### src/rtl/axi4_lite_slave_regs.sv
// AXI4-Lite register bank with independent write/read FSMs; AW and W accepted in either order.
// Optional AXI4L_SLV_SLVERR_EN: out-of-range accesses answer SLVERR instead of OKAY.
module axi4_lite_slave_regs #(
  parameter int ADDR_WIDTH = 32,
  parameter int DATA_WIDTH = 32,
  parameter int STRB_WIDTH = DATA_WIDTH / 8,
  parameter int NUM_REGS   = 16
) (
  input  logic                           clk,
  input  logic                           reset_n,
  input  logic [ADDR_WIDTH-1:0]          S_AXI_AWADDR,
  input  logic                           S_AXI_AWVALID,
  output logic                           S_AXI_AWREADY,
  input  logic [DATA_WIDTH-1:0]          S_AXI_WDATA,
  input  logic [STRB_WIDTH-1:0]          S_AXI_WSTRB,
  input  logic                           S_AXI_WVALID,
  output logic                           S_AXI_WREADY,
  output logic [1:0]                     S_AXI_BRESP,
  output logic                           S_AXI_BVALID,
  input  logic                           S_AXI_BREADY,
  input  logic [ADDR_WIDTH-1:0]          S_AXI_ARADDR,
  input  logic                           S_AXI_ARVALID,
  output logic                           S_AXI_ARREADY,
  output logic [DATA_WIDTH-1:0]          S_AXI_RDATA,
  output logic [1:0]                     S_AXI_RRESP,
  output logic                           S_AXI_RVALID,
  input  logic                           S_AXI_RREADY,
  output logic [NUM_REGS*DATA_WIDTH-1:0] regs_out,
  output logic [NUM_REGS-1:0]            reg_wr_pulse
);

  localparam int OFS   = $clog2(STRB_WIDTH);
  localparam int IDX_W = $clog2(NUM_REGS);
  localparam logic [ADDR_WIDTH-1:0] ADDR_LIMIT = ADDR_WIDTH'(NUM_REGS * STRB_WIDTH);
  localparam logic [1:0] RESP_OKAY = 2'b00;
`ifdef AXI4L_SLV_SLVERR_EN
  localparam logic [1:0] RESP_OOR = 2'b10;
`else
  localparam logic [1:0] RESP_OOR = 2'b00;
`endif

  typedef enum logic {W_COLLECT = 1'b0, W_RESP = 1'b1} w_state_e;
  typedef enum logic {R_IDLE = 1'b0, R_DATA = 1'b1} r_state_e;

  w_state_e w_state_q, w_state_d;
  r_state_e r_state_q, r_state_d;

  logic                  aw_held_q, aw_held_d, w_held_q, w_held_d;
  logic [ADDR_WIDTH-1:0] aw_addr_q, aw_addr_d;
  logic [DATA_WIDTH-1:0] w_data_q, w_data_d;
  logic [STRB_WIDTH-1:0] w_strb_q, w_strb_d;
  logic                  awready_q, awready_d, wready_q, wready_d;
  logic                  bvalid_q, bvalid_d;
  logic [1:0]            bresp_q, bresp_d;
  logic [NUM_REGS-1:0]   wr_pulse_q, wr_pulse_d;
  logic [DATA_WIDTH-1:0] regs_q [NUM_REGS];
  logic [DATA_WIDTH-1:0] regs_d [NUM_REGS];

  logic                  arready_q, arready_d, rvalid_q, rvalid_d;
  logic [DATA_WIDTH-1:0] rdata_q, rdata_d;
  logic [1:0]            rresp_q, rresp_d;

  logic                  aw_hs, w_hs, ar_hs, wr_commit, wr_in_range, rd_in_range;
  logic [ADDR_WIDTH-1:0] wr_addr;
  logic [DATA_WIDTH-1:0] wr_data;
  logic [STRB_WIDTH-1:0] wr_strb;
  logic [IDX_W-1:0]      wr_idx, rd_idx;

  assign aw_hs = S_AXI_AWVALID & awready_q;
  assign w_hs  = S_AXI_WVALID & wready_q;
  assign ar_hs = S_AXI_ARVALID & arready_q;

  // A channel completing this cycle is used directly, so the write needs no extra cycle.
  assign wr_commit   = (w_state_q == W_COLLECT) & (aw_held_q | aw_hs) & (w_held_q | w_hs);
  assign wr_addr     = aw_held_q ? aw_addr_q : S_AXI_AWADDR;
  assign wr_data     = w_held_q ? w_data_q : S_AXI_WDATA;
  assign wr_strb     = w_held_q ? w_strb_q : S_AXI_WSTRB;
  assign wr_in_range = wr_addr < ADDR_LIMIT;
  assign wr_idx      = wr_addr[IDX_W+OFS-1:OFS];
  assign rd_in_range = S_AXI_ARADDR < ADDR_LIMIT;
  assign rd_idx      = S_AXI_ARADDR[IDX_W+OFS-1:OFS];

  always_ff @(posedge clk or negedge reset_n) begin
    if (!reset_n) begin
      w_state_q  <= W_COLLECT;
      aw_held_q  <= 1'b0;
      w_held_q   <= 1'b0;
      aw_addr_q  <= '0;
      w_data_q   <= '0;
      w_strb_q   <= '0;
      awready_q  <= 1'b0;
      wready_q   <= 1'b0;
      bvalid_q   <= 1'b0;
      bresp_q    <= RESP_OKAY;
      wr_pulse_q <= '0;
      for (int i = 0; i < NUM_REGS; i++) regs_q[i] <= '0;
    end else begin
      w_state_q  <= w_state_d;
      aw_held_q  <= aw_held_d;
      w_held_q   <= w_held_d;
      aw_addr_q  <= aw_addr_d;
      w_data_q   <= w_data_d;
      w_strb_q   <= w_strb_d;
      awready_q  <= awready_d;
      wready_q   <= wready_d;
      bvalid_q   <= bvalid_d;
      bresp_q    <= bresp_d;
      wr_pulse_q <= wr_pulse_d;
      for (int i = 0; i < NUM_REGS; i++) regs_q[i] <= regs_d[i];
    end
  end

  always_comb begin
    w_state_d = w_state_q;
    case (w_state_q)
      W_COLLECT: if (wr_commit) w_state_d = W_RESP;
      W_RESP:    if (bvalid_q & S_AXI_BREADY) w_state_d = W_COLLECT;
    endcase
  end

  always_comb begin
    aw_held_d  = aw_held_q;
    w_held_d   = w_held_q;
    aw_addr_d  = aw_addr_q;
    w_data_d   = w_data_q;
    w_strb_d   = w_strb_q;
    bresp_d    = bresp_q;
    wr_pulse_d = '0;
    for (int i = 0; i < NUM_REGS; i++) regs_d[i] = regs_q[i];
    if (aw_hs) begin
      aw_held_d = 1'b1;
      aw_addr_d = S_AXI_AWADDR;
    end
    if (w_hs) begin
      w_held_d = 1'b1;
      w_data_d = S_AXI_WDATA;
      w_strb_d = S_AXI_WSTRB;
    end
    if (wr_commit) begin
      aw_held_d = 1'b0;
      w_held_d  = 1'b0;
      bresp_d   = wr_in_range ? RESP_OKAY : RESP_OOR;
      if (wr_in_range) begin
        wr_pulse_d[wr_idx] = 1'b1;
        for (int b = 0; b < STRB_WIDTH; b++)
          if (wr_strb[b]) regs_d[wr_idx][b*8 +: 8] = wr_data[b*8 +: 8];
      end
    end
    bvalid_d  = (w_state_d == W_RESP);
    awready_d = (w_state_d == W_COLLECT) & ~aw_held_d;
    wready_d  = (w_state_d == W_COLLECT) & ~w_held_d;
  end

  always_ff @(posedge clk or negedge reset_n) begin
    if (!reset_n) begin
      r_state_q <= R_IDLE;
      arready_q <= 1'b0;
      rvalid_q  <= 1'b0;
      rdata_q   <= '0;
      rresp_q   <= RESP_OKAY;
    end else begin
      r_state_q <= r_state_d;
      arready_q <= arready_d;
      rvalid_q  <= rvalid_d;
      rdata_q   <= rdata_d;
      rresp_q   <= rresp_d;
    end
  end

  always_comb begin
    r_state_d = r_state_q;
    case (r_state_q)
      R_IDLE: if (ar_hs) r_state_d = R_DATA;
      R_DATA: if (rvalid_q & S_AXI_RREADY) r_state_d = R_IDLE;
    endcase
  end

  // Reads sample regs_q, so a same-edge write is not visible to them.
  always_comb begin
    rdata_d = rdata_q;
    rresp_d = rresp_q;
    if (ar_hs) begin
      rdata_d = rd_in_range ? regs_q[rd_idx] : '0;
      rresp_d = rd_in_range ? RESP_OKAY : RESP_OOR;
    end
    arready_d = (r_state_d == R_IDLE);
    rvalid_d  = (r_state_d == R_DATA);
  end

  for (genvar i = 0; i < NUM_REGS; i++) begin : g_out
    assign regs_out[i*DATA_WIDTH +: DATA_WIDTH] = regs_q[i];
  end

  assign S_AXI_AWREADY = awready_q;
  assign S_AXI_WREADY  = wready_q;
  assign S_AXI_BVALID  = bvalid_q;
  assign S_AXI_BRESP   = bresp_q;
  assign S_AXI_ARREADY = arready_q;
  assign S_AXI_RVALID  = rvalid_q;
  assign S_AXI_RDATA   = rdata_q;
  assign S_AXI_RRESP   = rresp_q;
  assign reg_wr_pulse  = wr_pulse_q;

endmodule

### config.mk
export PLATFORM = sky130hd
export DESIGN_NAME = axi4_lite_slave_regs
export DESIGN_NICKNAME = d
export VERILOG_FILES = /design/src/rtl/axi4_lite_slave_regs.sv
export SDC_FILE = /design/constraint.sdc
export NUM_CORES = 1
export LEC_CHECK = 0
export CORE_ASPECT_RATIO = 0.8
export CORE_UTILIZATION = 40
export CTS_BUF_LIST = sky130_fd_sc_hd__clkbuf_8
export DETAILED_ROUTE_END_ITERATION = 10
export PLACE_DENSITY = 0.81
export SLEW_MARGIN = 20
export SYNTH_ARGS = -nofsm -noshare
export SYNTH_HDL_FRONTEND = slang
export SYNTH_SLANG_ARGS = --single-unit
### constraint.sdc
create_clock -name clk -period 2.6 [get_ports clk]
set_clock_uncertainty 0.15 [all_clocks]
set_input_delay 0.39 -clock clk [delete_from_list [all_inputs] [get_ports clk]]
set_output_delay 0.39 -clock clk [all_outputs]
set_load 0.02 [all_outputs]
# After elaboration in Yosys (flattened, before gate mapping)
# Index checks and enable logic that the tools add are counted.
# W data, S select, Z words.
[totals]
reg_bits = 635
in_bits = 107
out_inout_bits = 569
word_cells = 100
[op_classes]
n_lt_le_gt_ge = 7
n_mux = 43
bitwise_logic = 19
reduce_logical = 3
[op_table]
columns = ["op", "n"]
rows = [
  ["$mux W512", 10],
  ["$bwmux W512", 4],
  ["$demux W32 S4", 4],
  ["$mux W32", 6],
  ["$bmux W32 S4", 1],
  ["$lt A32 B7 Y1 const B", 2],
  ["$mux W16", 3],
  ["$mux W24", 1],
  ["$ge A5 B5 Y1 const B", 2],
  ["$not A4 Y5", 2],
  ["$and A1 B1 Y1", 9],
  ["$mux W1", 9],
  ["$mux W8", 1],
  ["$not A1 Y1", 6],
  ["$lt A4 B5 Y1 const B", 1],
  ["$lt A5 B1 Y1 const B", 1],
  ["$demux W1 S4", 1],
  ["$ge A4 B1 Y1 const B", 1],
  ["$mux W4", 1],
  ["$pmux W1 S2", 2],
  ["$logic_and A1 B1 Y1", 2],
  ["$or A1 B1 Y1", 2],
  ["$reduce_and A2 Y1", 1],
]

# Logic depth before layout (Yosys ltp)
[depth]
word_depth = 20
depth_mapped = 8
mapped_depth_nobuf = 5

# Least setup slack after synthesis
# Ideal clock, no wire load.
[synth_timing]
path_type = "input to register"
from = "input S_AXI_ARADDR[2]"
to = "register rdata_q[10], in the netlist S_AXI_RDATA[10]"
setup_ps = 121
arrival_time_ps = 2168
required_ps = 2329
path_slack_ps = 161
path_stages = 6
path_buffers = 2
cell_sequence = "clkbuf_1 buf_1 mux4_2 a22oi_1 nand2_1 a22o_1"
[synth_via]
elab_chain_cells = 5
word_cells_on_any_way = 6
cone_classes = "order compare (1); mux (4); bitwise (1)"
[synth_rtl]
columns = ["element", "line", "rtl"]
rows = [
  ["start, declared", "21", "input logic [ADDR_WIDTH-1:0] S_AXI_ARADDR,"],
  ["branches (longest 4 deep; another with $lt A32 B7 Y1)", "--", ""],
  ["$mux W32 *", "183", "rdata_d = rd_in_range ? regs_q[rd_idx] : '0;"],
  ["end signal, assigned", "165", "rdata_q <= rdata_d;"],
  ["end, declared", "60", "logic [DATA_WIDTH-1:0] rdata_q, rdata_d;"],
]
# Every way passes the cells marked *. The select of a mux whose other input is x is not followed.
# A chain may end at the register's enable or synchronous reset.

# Worst setup path in the final report
[layout_timing]
from = "register aw_held_q"
to = "register regs_q, in the netlist regs_out[190]"
[layout_via]
elab_chain_cells = 17
word_cells_on_any_way = 29
cone_classes = "order compare (3); mux (20); bitwise (4); reduce/logical (2)"
[layout_rtl]
columns = ["element", "line", "rtl"]
rows = [
  ["start, declared", "48", "logic aw_held_q, aw_held_d, w_held_q, w_held_d;"],
  ["start signal, assigned", "99", "aw_held_q <= aw_held_d;"],
  ["$mux W32", "75", "assign wr_addr = aw_held_q ? aw_addr_q : S_AXI_AWADDR;"],
  ["$not A4 Y5 (implied by the code)", "146", "if (wr_strb[b]) regs_d[wr_idx][b*8 +: 8] = wr_data[b*8 +: 8];"],
  ["$demux W32 S4", "146", ""],
  ["$bwmux W512", "146", ""],
  ["$mux W512", "146", ""],
  ["$mux W512", "143", "if (wr_in_range) begin"],
  ["$mux W512", "139", "if (wr_commit) begin"],
  ["$bwmux W512", "146", ""],
  ["$mux W512", "146", ""],
  ["$mux W512", "143", ""],
  ["$mux W512", "139", ""],
  ["$bwmux W512", "146", ""],
  ["$mux W512", "146", ""],
  ["$mux W512", "143", ""],
  ["$mux W512", "139", ""],
  ["$bwmux W512", "146", ""],
  ["$mux W512", "146", ""],
  ["end, declared", "56", "logic [DATA_WIDTH-1:0] regs_q [NUM_REGS];"],
]
# Parallel ways exist; a longest one is shown, timed or not. The select of a mux whose other input is x is not followed.

==> flow_summary_export.csv <==
group,metric,value,unit
synthesis,synth_ff_type,"dfrtp_1",
cts,clk_pin_slew_worst_paths,0.06,ns
global_route,overflow,0,
sta,period_share,98.1,%
drt,vias,20976,
power,p_sw_share,30.0,%
placement,gp_congestion,0.915,
power,p_leak,19.0,nW
worst_setup_path,r2r_end,"regs_out[190]",
worst_setup_path,critical_path_buf_inv_count,2,
worst_setup_path,path_max_fanout,8,
worst_setup_path,cp.required,3.05,ns
placement,place_hpwl,77.3,mm
power,power.clock.fraction,37.8,%
global_route,grt_first_pass_wirelength,157,mm
synthesis,ys_seq_area_share,53.8,%
power,intPower,17.1,mW
drt,drt-wirelength-per-cell,29.2,µm
run_status,status,"finished, final reports clean",
drt,drc_errors,0,
cts,cts_sinks,633,
global_route,grt_max_degree,99,
worst_setup_path,r2r-start,"aw_held_q",
cts,clk_latency,0.74,ns
synthesis,syn_area,29400,µm²
drt,viasPerCell,5.70,
floorplanning,start_util,40.6,%
floorplanning,die_h,245,µm
synthesis,ys_ff_latch,633,
power,p_comb_share,17.9,%
cts,clk_path_buf_depth,3,
sta,setup_viol,0,
worst_setup_path,end_kind,"flop",
drt,routed_wl,107,mm
synthesis,synth_edf_count,0,
worst_setup_path,path_delay_family,"simple AND/OR/NAND/NOR gates",
synthesis,synthTopCellsByArea,"dfrtp_1 54%, mux2_2 18%, mux4_2 9.8%, mux2_4 6.9%, nand3_4 2.4%",
sta,tns,0,ns
floorplanning,pin_count,676,
power,seqPwrFrac,44.3,%
cells_and_area,area_growth,40.3,%
worst_setup_path,critical_path_arrival,3.00,ns
synthesis,synthArstFlopShare,100,%
worst_setup_path,cp_common_cell,"buf_12",
placement,port-buffer-count,667,
power,vdd_drop_max,0.409,mV
cells_and_area,drive_gt1_share,42.7,%
power,power.density,591,nW/µm²
synthesis,synth_cell_types,48,
sta,fmax,0.392,GHz
cts,tritoncts.num_buffers,103,
cts,cts_tree,"yes",
worst_setup_path,cp_cell_sequence,"or4_4 -> o22ai_4 -> buf_12 -> and2_2 -> buf_12 -> nand3_4 -> mux2_4",
cells_and_area,num-nets-final,2754,
cells_and_area,final_util,57.0,%
sta,fin_crit,2.55,ns
worst_hold_path,holdPathEnd,"S_AXI_RVALID",
synthesis,synth_warnings,0,
cts,cts_root_buffer,"clkbuf_8",
global_route,grt_pass1_vias,22345,
worst_setup_path,reg2regPathDepth,7,
worst_setup_path,worst_path_max_delay_cell,"or4_4",
synthesis,yosys.area.top_type_share,53.8,%
job,drv_cap,0,
worst_setup_path,setup.reg_to_reg.worst_slack,0.05,ns
synthesis,synth_cells,1814,
global_route,grt_use_total,28.6,%
global_route,antenna_found_initial,5,
worst_hold_path,holdPathStages,2,
power,p_sw,7.30,mW
synthesis,syn_avg_cell_area,16.2,µm²
sta,drv_slew,0,
synthesis,yosysMostFrequentCell,"dfrtp_1",
synthesis,synthTopCellsByCount,"633 x dfrtp_1, 472 x mux2_2, 136 x mux2_4",
floorplanning,core_area,72400,µm²
worst_setup_path,cp-start-kind,"flop",
sta,worst_pin_slew,0.691,ns
synthesis,yosys.area.top_type,"dfrtp_1",
sta,max_slew_margin,54.0,%
floorplanning,num_rows,88,
drt,ant_nets,0,
sta,rsz0062_at_grt,"yes",
cts,cts_max_level,3,
floorplanning,die_area,74700,µm²
worst_hold_path,hp-class,"in -> reg",
drt,drtIter0Drc,1558,
drt,first_pass_iters,5,
sta,hold_viol_final,0,
worst_setup_path,path_class,"reg -> reg",
worst_setup_path,critPathMaxStageDelay,0.55,ns
worst_hold_path,min_from,"S_AXI_RREADY",
floorplanning,die_w,305,µm
==> layout make-up <==
cell class	count	area, µm²
fill	5467	31200
sequential	633	15800
multi-input combinational	1063	13100
timing repair buffer	836	8870
clock buffer	133	1830
tap	945	1180
clock inverter	54	364
inverter	10	37.5
antenna	4	10.0
==> worst max-delay path by stage <==
stage / from / to / slack (ns) / cells after the start
after floorplan: S_AXI_ARADDR[2] / S_AXI_RDATA[10] / 0.16 / 6
after global placement: S_AXI_AWADDR[25] / regs_out[155] / -0.42 / 8
after detailed placement: S_AXI_AWVALID / regs_out[5] / -0.45 / 6
after CTS: aw_held_q / regs_out[397] / 0.006 / 8
after global routing: aw_held_q / regs_out[435] / -0.01 / 7
final: aw_held_q / regs_out[190] / 0.05 / 7
==> cell families (layout without fill, tap and decap cells) <==
kind of cell	Yosys count	in the layout	share of synthesized area (%)
compound gates	118	118	3.14
buf+inv	121	1033	2.05
flops	633	633	53.8
mux	741	741	35.0
other cells	1	8	0.0127
simple gates	200	200	5.98
==> sequential cells by signal, indices dropped and copies added (netlist names) <==
signal and flops:
S_AXI_RVALID 1, S_AXI_WREADY 1, w_data_q 32, S_AXI_RDATA 32, w_held_q 1, reg_wr_pulse 16
S_AXI_AWREADY 1, w_strb_q 4, aw_held_q 1, aw_addr_q 30, S_AXI_BVALID 1, S_AXI_ARREADY 1
regs_out 512
==> layout by cell type, fill, tap and decap left out, drive strengths merged, types with 6 or more instances in the layout <==
cell type      count
and2               6
a21oi              6
mux2             611
clkbuf           135
dfrtp            633
nor2              29
nor3              27
inv               42
buf              167
a22oi             64
clkinv            15
nand3             61
a22o              33
nor4              15
nand2             46
clkdlybuf4s50    664
mux4             128
==> power by group through the flow <==
stage	combinational [mW]	sequential [mW]	clock, mW
5_1_grt	4.65	10.9	9.81
3_3_place_gp	4.09	10.9	0
3_5_place_dp	4.26	10.9	0
6_report	4.37	10.8	9.20
2_1_floorplan	2.47	10.8	0
4_1_cts	4.34	10.8	9.33
==> metrics by stage <==
stage	area [µm²]	total power [mW]	hold slack, ns	worst slack [ns]	instances
after detailed placement	38700	15.2	0.201	-0.447	3471
after global placement	38700	15.0	0.199	-0.416	3471
after floorplan	29400	13.3	-0.0556	0.161	1817
after global routing	41300	25.3	0.0558	-0.0144	3676
after CTS	41100	24.4	0.0351	0.00635	3666
final	41300	24.4	0.103	0.0489	3678
==> routing by layer <==
layer / wire length (µm) / GRT usage [%] / part of all wire (%) / vias to the layer above
met2: 51400 / 46.5 / 48 / 1086
li1: - / - / - / 8583
met3: 9370 / 8.85 / 8.7 / 246
met5: 13 / 0 / 0.012 / -
met1: 42700 / 36.1 / 40 / 11059
met4: 4030 / 9.96 / 3.7 / 2
==> timing repair <==
| action | CTS | global route |
|---|---|---|
| cloned | 1 | 2 |
| setup buffers | 4 | 6 |
| endpoints found under the setup margin | 497 | 495 |
| pin swaps | 4 | 13 |
| endpoints found under the hold margin | 633 | 0 |
| hold buffers | 3 | 0 |
| resized for setup | 6 | 20 |
Power figures use the tool's default switching activity.
